### src/rtl/bus_arbiter4_rr.sv
// Round-robin owner sequencer for the shared 4-source tri-state data line.
// Grants one source at a time, inserts a turnaround cycle between owners and bounds hold time.
`timescale 1ns/1ps

module bus_arbiter4_rr #(
    parameter int MAX_HOLD = 8
) (
    input  logic       clk,
    input  logic       rst,
    input  logic [3:0] req,
    output logic [3:0] gnt,
    output logic [1:0] sel,
    output logic       bus_en
);

    localparam int HW = $clog2(MAX_HOLD + 1);
    localparam logic [HW-1:0] MAX_C = HW'(MAX_HOLD);

    localparam logic [1:0] ST_IDLE  = 2'd0;
    localparam logic [1:0] ST_GRANT = 2'd1;
    localparam logic [1:0] ST_TURN  = 2'd2;

    logic [1:0]    state_r, state_s;
    logic [3:0]    gnt_r, gnt_s;
    logic [1:0]    sel_r, sel_s;
    logic          bus_en_r, bus_en_s;
    logic [1:0]    ptr_r, ptr_s;
    logic [HW-1:0] hold_cnt_r, hold_cnt_s;

    logic [1:0]    winner_s;
    logic          others_s;
    logic          hold_max_s;

    function automatic logic [3:0] onehot4(input logic [1:0] idx);
        logic [3:0] oh;
        case (idx)
            2'd0:    oh = 4'b0001;
            2'd1:    oh = 4'b0010;
            2'd2:    oh = 4'b0100;
            2'd3:    oh = 4'b1000;
            default: oh = 4'b0000;
        endcase
        return oh;
    endfunction

    // First requester found scanning upward from the priority pointer, wrapping mod 4.
    function automatic logic [1:0] rr_pick(input logic [3:0] r, input logic [1:0] p);
        logic [1:0] idx;
        logic [1:0] win;
        logic       found;
        win   = p;
        found = 1'b0;
        for (int i = 0; i < 4; i++) begin
            idx = p + 2'(i);
            if (!found && r[idx]) begin
                win   = idx;
                found = 1'b1;
            end else begin
                win   = win;
                found = found;
            end
        end
        return win;
    endfunction

    // Arbitration inputs derived from the current owner and request lines.
    always_comb begin
        winner_s   = rr_pick(req, ptr_r);
        others_s   = |(req & ~onehot4(sel_r));
        hold_max_s = (hold_cnt_r == MAX_C);
    end

    // Next-state and next-output computation for the IDLE/GRANT/TURN sequencer.
    always_comb begin
        state_s    = state_r;
        gnt_s      = gnt_r;
        sel_s      = sel_r;
        bus_en_s   = bus_en_r;
        ptr_s      = ptr_r;
        hold_cnt_s = hold_cnt_r;
        case (state_r)
            ST_IDLE, ST_TURN: begin
                if (|req) begin
                    state_s    = ST_GRANT;
                    gnt_s      = onehot4(winner_s);
                    sel_s      = winner_s;
                    bus_en_s   = 1'b1;
                    hold_cnt_s = HW'(1);
                end else begin
                    state_s    = ST_IDLE;
                    gnt_s      = 4'b0000;
                    bus_en_s   = 1'b0;
                end
            end
            ST_GRANT: begin
                // Leave on release, or on preemption once the hold budget is spent.
                if (!req[sel_r] || (hold_max_s && others_s)) begin
                    state_s  = ST_TURN;
                    gnt_s    = 4'b0000;
                    bus_en_s = 1'b0;
                    ptr_s    = sel_r + 2'd1;
                end else if (!hold_max_s) begin
                    hold_cnt_s = hold_cnt_r + HW'(1);
                end else begin
                    hold_cnt_s = hold_cnt_r;
                end
            end
            default: begin
                state_s  = ST_IDLE;
                gnt_s    = 4'b0000;
                bus_en_s = 1'b0;
            end
        endcase
    end

    // State and output registers with synchronous reset.
    always_ff @(posedge clk) begin
        if (rst) begin
            state_r    <= ST_IDLE;
            gnt_r      <= 4'b0000;
            sel_r      <= 2'd0;
            bus_en_r   <= 1'b0;
            ptr_r      <= 2'd0;
            hold_cnt_r <= '0;
        end else begin
            state_r    <= state_s;
            gnt_r      <= gnt_s;
            sel_r      <= sel_s;
            bus_en_r   <= bus_en_s;
            ptr_r      <= ptr_s;
            hold_cnt_r <= hold_cnt_s;
        end
    end

    assign gnt    = gnt_r;
    assign sel    = sel_r;
    assign bus_en = bus_en_r;

endmodule

### config.mk
export PLATFORM = sky130hd
export DESIGN_NAME = bus_arbiter4_rr
export DESIGN_NICKNAME = d
export VERILOG_FILES = /design/src/rtl/bus_arbiter4_rr.sv
export SDC_FILE = /design/constraint.sdc
export NUM_CORES = 1
export LEC_CHECK = 0
export ABC_AREA = 1
export ABC_CLOCK_PERIOD_IN_PS = 1420
export BUFFER_PORTS_ARGS = -buffer_cell sky130_fd_sc_hd__buf_2
export CAP_MARGIN = 20
export CORE_MARGIN = 2
export CORE_UTILIZATION = 51
export CTS_BUF_LIST = sky130_fd_sc_hd__clkbuf_16
export DETAILED_ROUTE_END_ITERATION = 10
export GPL_TIMING_DRIVEN = 0
export PLACE_DENSITY = 0.73
export SLEW_MARGIN = 20
export SYNTH_ARGS = -nofsm -noshare
export SYNTH_HDL_FRONTEND = slang
export SYNTH_SLANG_ARGS = --single-unit
### constraint.sdc
create_clock -name clk -period 1.42 [get_ports clk]
set_input_delay 0.284 -clock clk [delete_from_list [all_inputs] [get_ports clk]]
set_output_delay 0.284 -clock clk [all_outputs]
set_load 0.02 [all_outputs]
==> key figures, run 1 <==
Status
  – Status: finished with violations
  – Failing checks: setup timing

Logic synthesis
  – Yosys top cell area share: about a quarter
  – Post-synthesis sequential area ratio: 25.0%
  – Top-count cell post-synth: nand2_1
  – Syn Nets: 179
  – Mapped Area: 0.00112 mm²
  – Post-Syn Instances: 167
  – Dominant cell type by area after synthesis: dfxtp_1
  – Average cell area after synthesis: 6.72 µm²
  – Synth top cells by count: 54 x nand2_1, 14 x dfxtp_1, 14 x inv_1, 14 x nand3_1, 10 x nor2_1
  – Post-synthesis async set-or-reset flop share: 0%
  – Primary FF master, synth: dfxtp_1
  – Post-synth EDFFs: 0
  – Largest cells by area after synthesis: dfxtp_1 25%, nand2_1 18%, nand2_4 7.0%
  – Synth Warn #: 0
  – Yosys reg bits: 14
  – Unique masters post-synth: 26

Finish
  – Filler cells: 129
  – Final Non-Filler Cells: 217
  – Final Util: 79.5%
  – Footprint of the multi-input gates: 957 µm²
  – Nets: 203
  – Layout area overhead: 43.3%
  – Cell area after layout: between 0.0015 and 0.002 mm²
  – Layout cell share with drive strength beyond 1: about half
  – Antenna Cells: 0
  – Register Area: around 300 µm²

Floorplanning
  – Die height: 50.9 µm
  – Chip width: 50.9 µm
  – FP Rows: 16
  – Die area: about 0.0026 mm²
  – I/O Pins: 13
  – Total core area: 0.00202 mm²
  – Initial core utilization: 55.5%

Flow run
  – Max Cap Viol: 0

Timing
  – Min Tclk post-route: about 1600 ps
  – FMAX: about 640 MHz
  – Final Hold Fails: 0
  – RSZ-0062 raised after global routing: true
  – Setup violations, final: 10
  – Period utilisation layout: 109%
  – Hold Slack: 279 ps
  – Fin Clk Skew: 0.911 ps
  – Setup WS post-layout: -134 ps
  – Tightest Pin Transition: 261 ps
  – Max-slew violation count: 0
  – Max_slew headroom: 82.6%

Worst hold path
  – Hold crit path type: primary input to flop
  – Hold Startpoint: rst

Critical path
  – Worst Setup SP: ptr_r[0]$_SDFFE_PP0P_
  – Critical path fanouts, max: 7
  – Crit start category: flop
  – R2R Path Start: ptr_r[0]$_SDFFE_PP0P_
  – FF-to-FF End: gnt[0]$_SDFFE_PP0P_
  – Crit path kind: flop to flop
  – Crit path required time: 1590 ps
  – Data arrival, critical path: about 1700 ps
  – Setup slack, reg-to-reg: -130 ps
  – Critical Path End: gnt[0]$_SDFFE_PP0P_
  – R2R depth: 13
  – CP Capture Type: flop

Detailed routing
  – Antenna-violating nets left: 0
  – Vias: 1172
  – Avg WL per Cell: 13.1 µm
  – Pre-Repair DR Iteration Count: 4
  – Drc violations: 0
  – Vias per Instance: 5.40
  – Drt initial violations: 21
  – Final WL: 2840 µm

GRT
  – GRT Resource Usage Total: roughly 25%
  – Vias in the first global route: 1140
  – Gr ovfl total: 0
  – Largest net degree at the start of global routing: 11
  – Initial antenna violation count: 0
  – Global-route wire length before repair: about 4900 µm

Clock tree
  – CTS tree: done
  – Clock Sinks: 14
  – CTS buffer count: 3
  – Clock Pin Slew Worst Setup and Hold Paths: 50 ps
  – Worst-skew pair later-pin latency: 240 ps
  – Max Root-Sink Buffers: 2
  – H-tree lvl count: 1
  – Clk root buf: clkbuf_16

Power
  – P per Cell Area: 1410 mW/mm²
  – Leak Pwr: 0.000746 µW
  – Peak VDD IR: 1.41 mV

Placement
  – Detailed placement HPWL: 1910 µm
  – Port bufs: 11
  – Dpl cells: 205
  – Placed instance area: 0.00125 mm²
  – Final Wtd Congestion: 0.857
[registers in the layout, summed over array words and instances (netlist names)]
register,cells
ptr_r,2
sel,2
hold_cnt_r,4
state_r,1
gnt,4
bus_en,1
[how the worst min path moves through the flow]
stage                                            end  slack, ps  cells after the start
after floorplan           hold_cnt_r[1]$_SDFFE_PP0P_        470                      2
after global placement           gnt[1]$_SDFFE_PP0P_        460                      2
after detailed placement         gnt[3]$_SDFFE_PP0P_        460                      2
after CTS                        gnt[3]$_SDFFE_PP0P_        280                      2
after global routing             gnt[1]$_SDFFE_PP0P_        290                      2
final                            gnt[3]$_SDFFE_PP0P_        280                      2
[metrics by stage]
stage	power [µW]	setup TNS (ps)	setup WS [ps]
after CTS	2170	-1000	-121
after global routing	2410	-1990	-242
final	2270	-915	-134
after detailed placement	1420	-2060	-252
after floorplan	1230	-20.2	-12.6
after global placement	1390	-1590	-185
[cells in the final DEF (no fill, tap or decap), types with 2 or more instances in the layout]
cell type / count
inv_2: 3
dfxtp_1: 8
nand3_4: 2
o22ai_2: 2
ha_4: 2
buf_6: 3
o21ai_1: 3
inv_1: 11
nor2_1: 8
a21oi_2: 4
inv_4: 2
buf_2: 11
dfxtp_4: 3
o21ai_2: 5
ha_1: 4
dfxtp_2: 3
nand2_1: 36
nand3_1: 10
buf_4: 7
clkinv_1: 2
nand2_4: 17
clkbuf_16: 3
nand3_2: 3
inv_6: 2
nand2_2: 16
a21oi_1: 5
nor2_4: 2
[per-layer routing]
metal	share of wire (%)	wire length (µm)	vias up	track usage, %
met2	51	1440	20	40.0
met4	1.1	32	0	7.66
met5	0	0	-	0
li1	-	-	589	-
met3	3.0	84	9	5.26
met1	45	1270	554	32.5
[report_power, final]
part	switching, µW	internal (µW)
logic	757	459
registers	65.3	463
clock network	156	372
total	978	1290
[what timing repair did]
| item | 4_1_cts | 5_1_grt |
|---|---|---|
| endpoints found under the hold margin | 0 | 0 |
| setup buffers | 8 | 0 |
| pin swaps | 14 | 11 |
| hold buffers | 0 | 0 |
| setup endpoints to repair | 13 | 14 |
| resized for setup | 37 | 24 |
[worst max-delay path, cell delays in order (launching register included)]
cell and delay [ps]:
dfxtp_2 340, inv_2 50, buf_8 140, nand2_4 70
nand3_4 70, nand2_4 120, inv_4 50, nor2_8 120
nand2_4 90, nand2_4 90, nand2_4 50, nor2_4 80
nand2_1 70, a21oi_2 120
[logic make-up after synthesis]
kind of cell / synth area share, %
compound gates: 13.2
xor+xnor: 0.781
fa+ha+maj: 6.69
buf+inv: 8.92
flops: 25.0
simple gates: 45.5
[area by class of cell]
type                            count  area share (%)
Clock inverter                      1           0.233
Tap cell                           27            2.10
Sequential cell                    14            18.4
Multi-Input combinational cell    131            59.5
Buffer                              3            2.10
Inverter                           19            5.37
Clock buffer                        3            4.67
Timing Repair Buffer               19            7.63
No activity file was read; power rests on OpenSTA's default activity.
==> inputs of run 2 (changes only) <==
--- a/config.mk
+++ b/config.mk
@@ -6,7 +6,7 @@
 export NUM_CORES = 1
 export LEC_CHECK = 0
 export ABC_AREA = 1
-export ABC_CLOCK_PERIOD_IN_PS = 1420
+export ABC_CLOCK_PERIOD_IN_PS = 1400
 export BUFFER_PORTS_ARGS = -buffer_cell sky130_fd_sc_hd__buf_2
 export CAP_MARGIN = 20
 export CORE_MARGIN = 2
==> constraint.sdc (replaced) <==
create_clock -name clk -period 1.4 [get_ports clk]
set_input_delay 0.35 -clock clk [delete_from_list [all_inputs] [get_ports clk]]
set_output_delay 0.35 -clock clk [all_outputs]
set_load 0.02 [all_outputs]
==> key figures, run 2 (synthesis results as in run 1) <==
Finish
  – Antenna Cells: 0 (unchanged)
  – Final Non-Filler Cells: 230 (+6.0%)
  – Layout area overhead: 60.2%
  – Final Util: 88.9% (+9.4 points)
  – Most common cell after layout, fill and taps aside: nand2_1
  – Layout cell share with drive strength beyond 1: 58.6% (+8.1 points)
  – Nets: 216 (+6.4%)
  – Commonest cells after routing, fill and taps aside: 39 x nand2_1, 18 x buf_4, 16 x nand2_4, 13 x nand2_2, 11 x buf_2

Power
  – Sequential share of power: 21.4% (-1.9 points)
  – Clock power share: 22.0% (-1.2 points)
  – P per Cell Area: 1410 mW/mm² (-0.11%)
  – Sw frac: 43.8% (+0.72 points)
  – Int Power: 1430 µW (+10%)
  – Peak VDD IR: 1.20 mV (-15%)
  – Net Sw Power: 1110 µW (+14%)
  – Leak Pwr: 0.000822 µW (+10%)
  – Combinational share of power: 56.6% (+3.1 points)

Critical path
  – Crit-path leading delay family: simple AND/OR/NAND/NOR gates
  – Crit path required time: 1540 ps (-50 ps)
  – Critical path fanouts, max: 8 (+1)
  – WP buf/inv: 4 (+1)
  – Crit path kind: flop to flop
  – Crit path cell chain: inv_2 -> buf_12 -> nand2_4 -> nand3_4 -> nand2_8 -> buf_4 -> nand3_2 -> nand2_1 -> nand2_1 -> nand3_2 -> nand2_4 -> o21ai_2 -> inv_1
  – Data arrival, critical path: 1710 ps (-20 ps)
  – CP peak stage delay: 340 ps (about the same)
  – Slowest cell on the critical path: dfxtp_2
  – Setup slack, reg-to-reg: -170 ps (-40 ps)
  – Crit start category: flop
  – CP Capture Type: flop
  – WP depth: 13 (unchanged)
  – R2R depth: 13 (unchanged)

Clock tree
  – Clock Pin Slew Worst Setup and Hold Paths: 50 ps (about the same)
  – Clock Sinks: 14 (unchanged)
  – Clk root buf: clkbuf_16
  – CTS tree: done
  – Cts hold-fix bufs: 0 (unchanged)
  – Worst-skew pair later-pin latency: 250 ps (about the same)
  – CTS buffer count: 3 (unchanged)
  – Max Root-Sink Buffers: 2 (unchanged)
  – H-tree lvl count: 1 (unchanged)

Detailed routing
  – Final WL: 3720 µm (+31%)
  – Pre-Repair DR Iteration Count: 4 (unchanged)
  – Drc violations: 0 (unchanged)
  – Vias per Instance: 5.59 (+3.4%)
  – Antenna-violating nets left: 0 (unchanged)
  – Vias: 1285 (+9.6%)
  – Drt initial violations: 40 (+90%)
  – Avg WL per Cell: 16.2 µm (+24%)

Placement
  – Detailed placement HPWL: 1840 µm (-3.6%)
  – Port bufs: 11 (unchanged)
  – Dpl cells: 205 (unchanged)
  – Final Wtd Congestion: 0.779 (-9.1%)

Timing
  – Period utilisation layout: 112% (+3.0 points)
  – Min Tclk post-route: 1570 ps (+20.6 ps)
  – Max_slew headroom: 82.5% (-0.16 points)
  – Setup WS post-layout: -174 ps (-40.6 ps)
  – Max-slew violation count: 0 (unchanged)
  – Tightest Pin Transition: 262 ps (+1.49 ps)
  – Final Hold Fails: 0 (unchanged)
  – FMAX: 635 MHz (-1.3%)
  – RSZ-0062 raised after global routing: true
  – Fin Clk Skew: 2.29 ps (+1.38 ps)
  – Setup violations, final: 12 (+2)

Floorplanning
  – I/O Pins: 13 (unchanged)
  – Total core area: 0.00202 mm² (unchanged)
  – Die height: 50.9 µm (unchanged)
  – Initial core utilization: 55.5% (unchanged)
  – Chip width: 50.9 µm (unchanged)
  – Die area: 0.00259 mm² (unchanged)
  – FP Rows: 16 (unchanged)

Worst hold path
  – Hold crit path type: primary input to flop
  – Hold depth: 2 (unchanged)

GRT
  – Gr ovfl total: 0 (unchanged)
  – Vias in the first global route: 1188 (+4.2%)
  – GRT Resource Usage Total: 25.6% (+0.93 points)
  – Global-route wire length before repair: 5110 µm (+4.1%)
  – Largest net degree at the start of global routing: 11 (unchanged)
  – Initial antenna violation count: 0 (unchanged)

Flow run
  – Max Cap Viol: 0 (unchanged)

Status
  – Failing checks: setup timing
  – Status: finished with violations
-- run 2: cell count changes in the layout (fill, tap and decap cells not counted), sizes merged --
cell / before / now
buf: 22 / 35
-- run 2: what timing repair did --
item / 4_1_cts / 5_1_grt
setup buffers: 6 / 15
resized for setup: 26 / 41
pin swaps: 11 / 14
setup endpoints to repair: 13 / 13
-- run 2: power groups by stage --
stage	combinational [µW]	sequential, µW	clock (µW)
floorplan	718	574	0
global placement	923	528	0
detailed placement	935	533	0
CTS	1110	532	557
global route	1530	553	582
finish	1440	544	558
-- run 2: final timing paths --
check	startpoint	end
hold / removal	rst	gnt[1]$_SDFFE_PP0P_
setup / recovery	ptr_r[0]$_SDFFE_PP0P_	sel[1]$_SDFFE_PP0P_
hold reg to reg	gnt[2]$_SDFFE_PP0P_	gnt[2]$_SDFFE_PP0P_
setup reg to reg	ptr_r[0]$_SDFFE_PP0P_	sel[1]$_SDFFE_PP0P_
-- run 2: final cells by class --
class | count | area, µm²
plain buffers | 3 | 38.8
clock buffers | 3 | 75.1
clock inverters | 1 | 3.75
fillers | 99 | 224
inverters | 19 | 87.6
multi-input cells | 131 | 1040
flip-flops and latches | 14 | 295
well taps | 27 | 33.8
repair buffers | 32 | 228
-- run 2: stage by stage --
| step | area, µm² | total power, µW | setup slack (ps) | hold WS (ps) | TNS [ps] |
|---|---|---|---|---|---|
| after floorplan | 1200 | 1290 | -13.5 | 469 | -59.6 |
| after global placement | 1290 | 1450 | -203 | 462 | -1680 |
| after detailed placement | 1290 | 1470 | -226 | 471 | -1920 |
| after CTS | 1530 | 2190 | -144 | 341 | -927 |
| after global routing | 1800 | 2660 | -271 | 353 | -2370 |
| final | 1800 | 2540 | -174 | 344 | -1460 |
-- run 2: metal layers --
metal / part of all wire [%] / vias up / global-route usage, %
li1: - / 611 / -
met1: 39 / 602 / 30.3
met2: 51 / 58 / 44.8
met3: 6.1 / 14 / 6.14
met4: 3.9 / 0 / 8.56
met5: 0 / - / 0
==> inputs of run 3 (changes only) <==
--- a/config.mk
+++ b/config.mk
@@ -7,14 +7,16 @@
 export LEC_CHECK = 0
 export ABC_AREA = 1
 export ABC_CLOCK_PERIOD_IN_PS = 1400
-export BUFFER_PORTS_ARGS = -buffer_cell sky130_fd_sc_hd__buf_2
+export BUFFER_PORTS_ARGS = -buffer_cell sky130_fd_sc_hd__buf_4
 export CAP_MARGIN = 20
+export CELL_PAD_IN_SITES_DETAIL_PLACEMENT = 0
+export CELL_PAD_IN_SITES_GLOBAL_PLACEMENT = 2
 export CORE_MARGIN = 2
-export CORE_UTILIZATION = 51
+export CORE_UTILIZATION = 28
 export CTS_BUF_LIST = sky130_fd_sc_hd__clkbuf_16
 export DETAILED_ROUTE_END_ITERATION = 10
 export GPL_TIMING_DRIVEN = 0
-export PLACE_DENSITY = 0.73
+export PLACE_DENSITY = 0.72
 export SLEW_MARGIN = 20
 export SYNTH_ARGS = -nofsm -noshare
 export SYNTH_HDL_FRONTEND = slang
==> key figures, run 3 (synthesis results as in run 1) <==
Status
  – Status: finished with violations
  – Failing checks: setup timing

Timing
  – Max-slew violation count: 0 (unchanged)
  – Period utilisation layout: 112% (-0.59 points)
  – Setup TNS: -1160 ps (+301 ps)
  – FMAX: 639 MHz (+0.53%)
  – RSZ-0062 raised after global routing: true
  – Tightest Pin Transition: 292 ps (+30.2 ps)
  – Final Hold Fails: 0 (unchanged)
  – Fin Clk Skew: 4.44 ps (+2.15 ps)
  – Setup violations, final: 12 (unchanged)
  – Max_slew headroom: 80.5% (-2.0 points)
  – Setup WS post-layout: -166 ps (+8.28 ps)
  – Min Tclk post-route: 1570 ps (-8.28 ps)

Flow run
  – Max Cap Viol: 0 (unchanged)

Critical path
  – Crit path cell chain: inv_6 -> buf_12 -> nand2_4 -> nand3_4 -> nand2_8 -> inv_4 -> nor2_8 -> nand3_1 -> nand3_1 -> nand2_2 -> nand2_1 -> a21oi_2
  – CP Capture Type: flop
  – Slowest cell on the critical path: dfxtp_4
  – Critical path fanouts, max: 6 (-2)
  – Critical Path Most Common Cell: nand3_1
  – Crit path required time: 1540 ps (about the same)
  – Crit start category: flop
  – WP buf/inv: 3 (-1)
  – Data arrival, critical path: 1710 ps (about the same)
  – CP peak stage delay: 370 ps (+30 ps)
  – Crit path kind: flop to flop
  – Crit-path leading delay family: simple AND/OR/NAND/NOR gates

Finish
  – Register Area: 298 µm² (+0.85%)
  – Layout cell share with drive strength beyond 1: 56.1% (-2.6 points)
  – Final Non-Filler Cells: 248 (+7.8%)
  – Most common cell after layout, fill and taps aside: nand2_1
  – Final Util: 46.0% (-43 points)
  – Commonest cells after routing, fill and taps aside: 36 x nand2_1, 23 x buf_4, 19 x nand2_2, 12 x nand2_4, 11 x inv_1
  – Nets: 211 (-2.3%)
  – Filler cells: 414 (+320%)
  – Layout area overhead: 60.5%
  – Cell area after layout: 0.00180 mm² (+0.21%)
  – Footprint of the multi-input gates: 996 µm² (-3.9%)
  – Antenna Cells: 0 (unchanged)

Placement
  – Port bufs: 11 (unchanged)
  – Dpl cells: 228 (+11%)
  – Post-placement setup slack: -299 ps (-73.1 ps)
  – Placed instance area: 0.00135 mm² (+4.4%)
  – Final Wtd Congestion: 0.716 (-8.1%)
  – Detailed placement HPWL: 2160 µm (+17%)

Floorplanning
  – Total core area: 0.00391 mm² (+94%)
  – Chip width: 67.3 µm (+32%)
  – I/O Pins: 13 (unchanged)
  – Die area: 0.00453 mm² (+75%)
  – Die height: 67.3 µm (+32%)
  – Initial core utilization: 28.7% (-27 points)
  – FP Rows: 23 (+7)

Power
  – P per Cell Area: 1380 mW/mm² (-2.5%)
  – Leak Pwr: 0.000811 µW (-1.4%)
  – Peak VDD IR: 0.594 mV (-50%)

GRT
  – Largest net degree at the start of global routing: 11 (unchanged)
  – Gr ovfl total: 0 (unchanged)
  – Vias in the first global route: 1092 (-8.1%)
  – Initial antenna violation count: 0 (unchanged)
  – GRT Resource Usage Total: 14.7% (-11 points)
  – Global-route wire length before repair: 5020 µm (-1.6%)

Clock tree
  – Max Root-Sink Buffers: 2 (unchanged)
  – Worst-skew pair later-pin latency: 250 ps (about the same)
  – Cts hold-fix bufs: 0 (unchanged)
  – Clock Pin Slew Worst Setup and Hold Paths: 50 ps (about the same)
  – Clock Sinks: 14 (unchanged)
  – CTS buffer count: 3 (unchanged)
  – CTS tree: done
  – H-tree lvl count: 1 (unchanged)
  – Clk root buf: clkbuf_16

Worst hold path
  – Hold crit path type: primary input to flop

Detailed routing
  – Vias: 1164 (-9.4%)
  – Antenna-violating nets left: 0 (unchanged)
  – Final WL: 3090 µm (-17%)
  – Drc violations: 0 (unchanged)
  – Drt initial violations: 10 (-75%)
  – Pre-Repair DR Iteration Count: 4 (unchanged)
  – Vias per Instance: 4.69 (-16%)
  – Avg WL per Cell: 12.4 µm (-23%)
## run 3: changes by cell type in the layout (fill, tap and decap cells not counted), moves of 2 or more
cell / change
nand2_1: -3
nand2_2: +6
nor2_2: -2
buf_2: -11
buf_4: +5
nor2_1: +2
nand2_4: -4
## run 3: cell type report
type	count	area share [%]
Buffer	3	2.36
Clock buffer	3	4.17
Clock inverter	1	0.208
Inverter	19	4.93
Multi-Input combinational cell	131	55.3
Sequential cell	14	16.5
Tap cell	50	3.47
Timing Repair Buffer	27	13.1
## run 3: path summary, 6_finish.rpt
check | start | cells past startpoint | end | slack (ps)
worst max-delay path | ptr_r[0]$_SDFFE_PP0P_ | 12 | gnt[0]$_SDFFE_PP0P_ | -170
worst min-delay path | rst | 2 | hold_cnt_r[1]$_SDFFE_PP0P_ | 340
worst max register to register | ptr_r[0]$_SDFFE_PP0P_ | 12 | gnt[0]$_SDFFE_PP0P_ | -170
worst min register to register | gnt[1]$_SDFFE_PP0P_ | 2 | gnt[1]$_SDFFE_PP0P_ | 480
## run 3: repair_timing
item                                    CTS  global route
pin swaps                                20            16
gates resized for setup                  30            31
endpoints found under the setup margin   13            13
gates cloned                              0             1
buffers inserted                          9             6
## run 3: report_power, final
| part | total (µW) | switching, µW | internal [µW] |
|---|---|---|---|
| logic | 1400 | 810 | 588 |
| registers | 531 | 60.9 | 470 |
| clock network | 549 | 171 | 378 |
| total | 2480 | 1040 | 1440 |
## run 3: worst reg2reg max path: stages (launching register included)
cell     delay [ps]
dfxtp_4         370
inv_6            50
buf_12          140
nand2_4          70
nand3_4          90
nand2_8         100
inv_4            50
nor2_8          130
nand3_1         100
nand3_1         130
nand2_2          90
nand2_1          90
a21oi_2          50
## run 3: per-layer routing
layer / vias to the layer above / global-route usage, % / routed length [µm]
met5: - / 0 / 0
met4: 0 / 5.36 / 22
met3: 4 / 1.50 / 57
met2: 13 / 26.1 / 1640
met1: 546 / 18.2 / 1370
li1: 601 / - / -
## run 3: through the flow
| stage | power, µW | hold slack (ps) |
|---|---|---|
| finish | 2480 | 339 |
| global route | 2650 | 351 |
| CTS | 2300 | 343 |
| detailed placement | 1530 | 471 |
| global placement | 1520 | 468 |
| floorplan | 1290 | 469 |
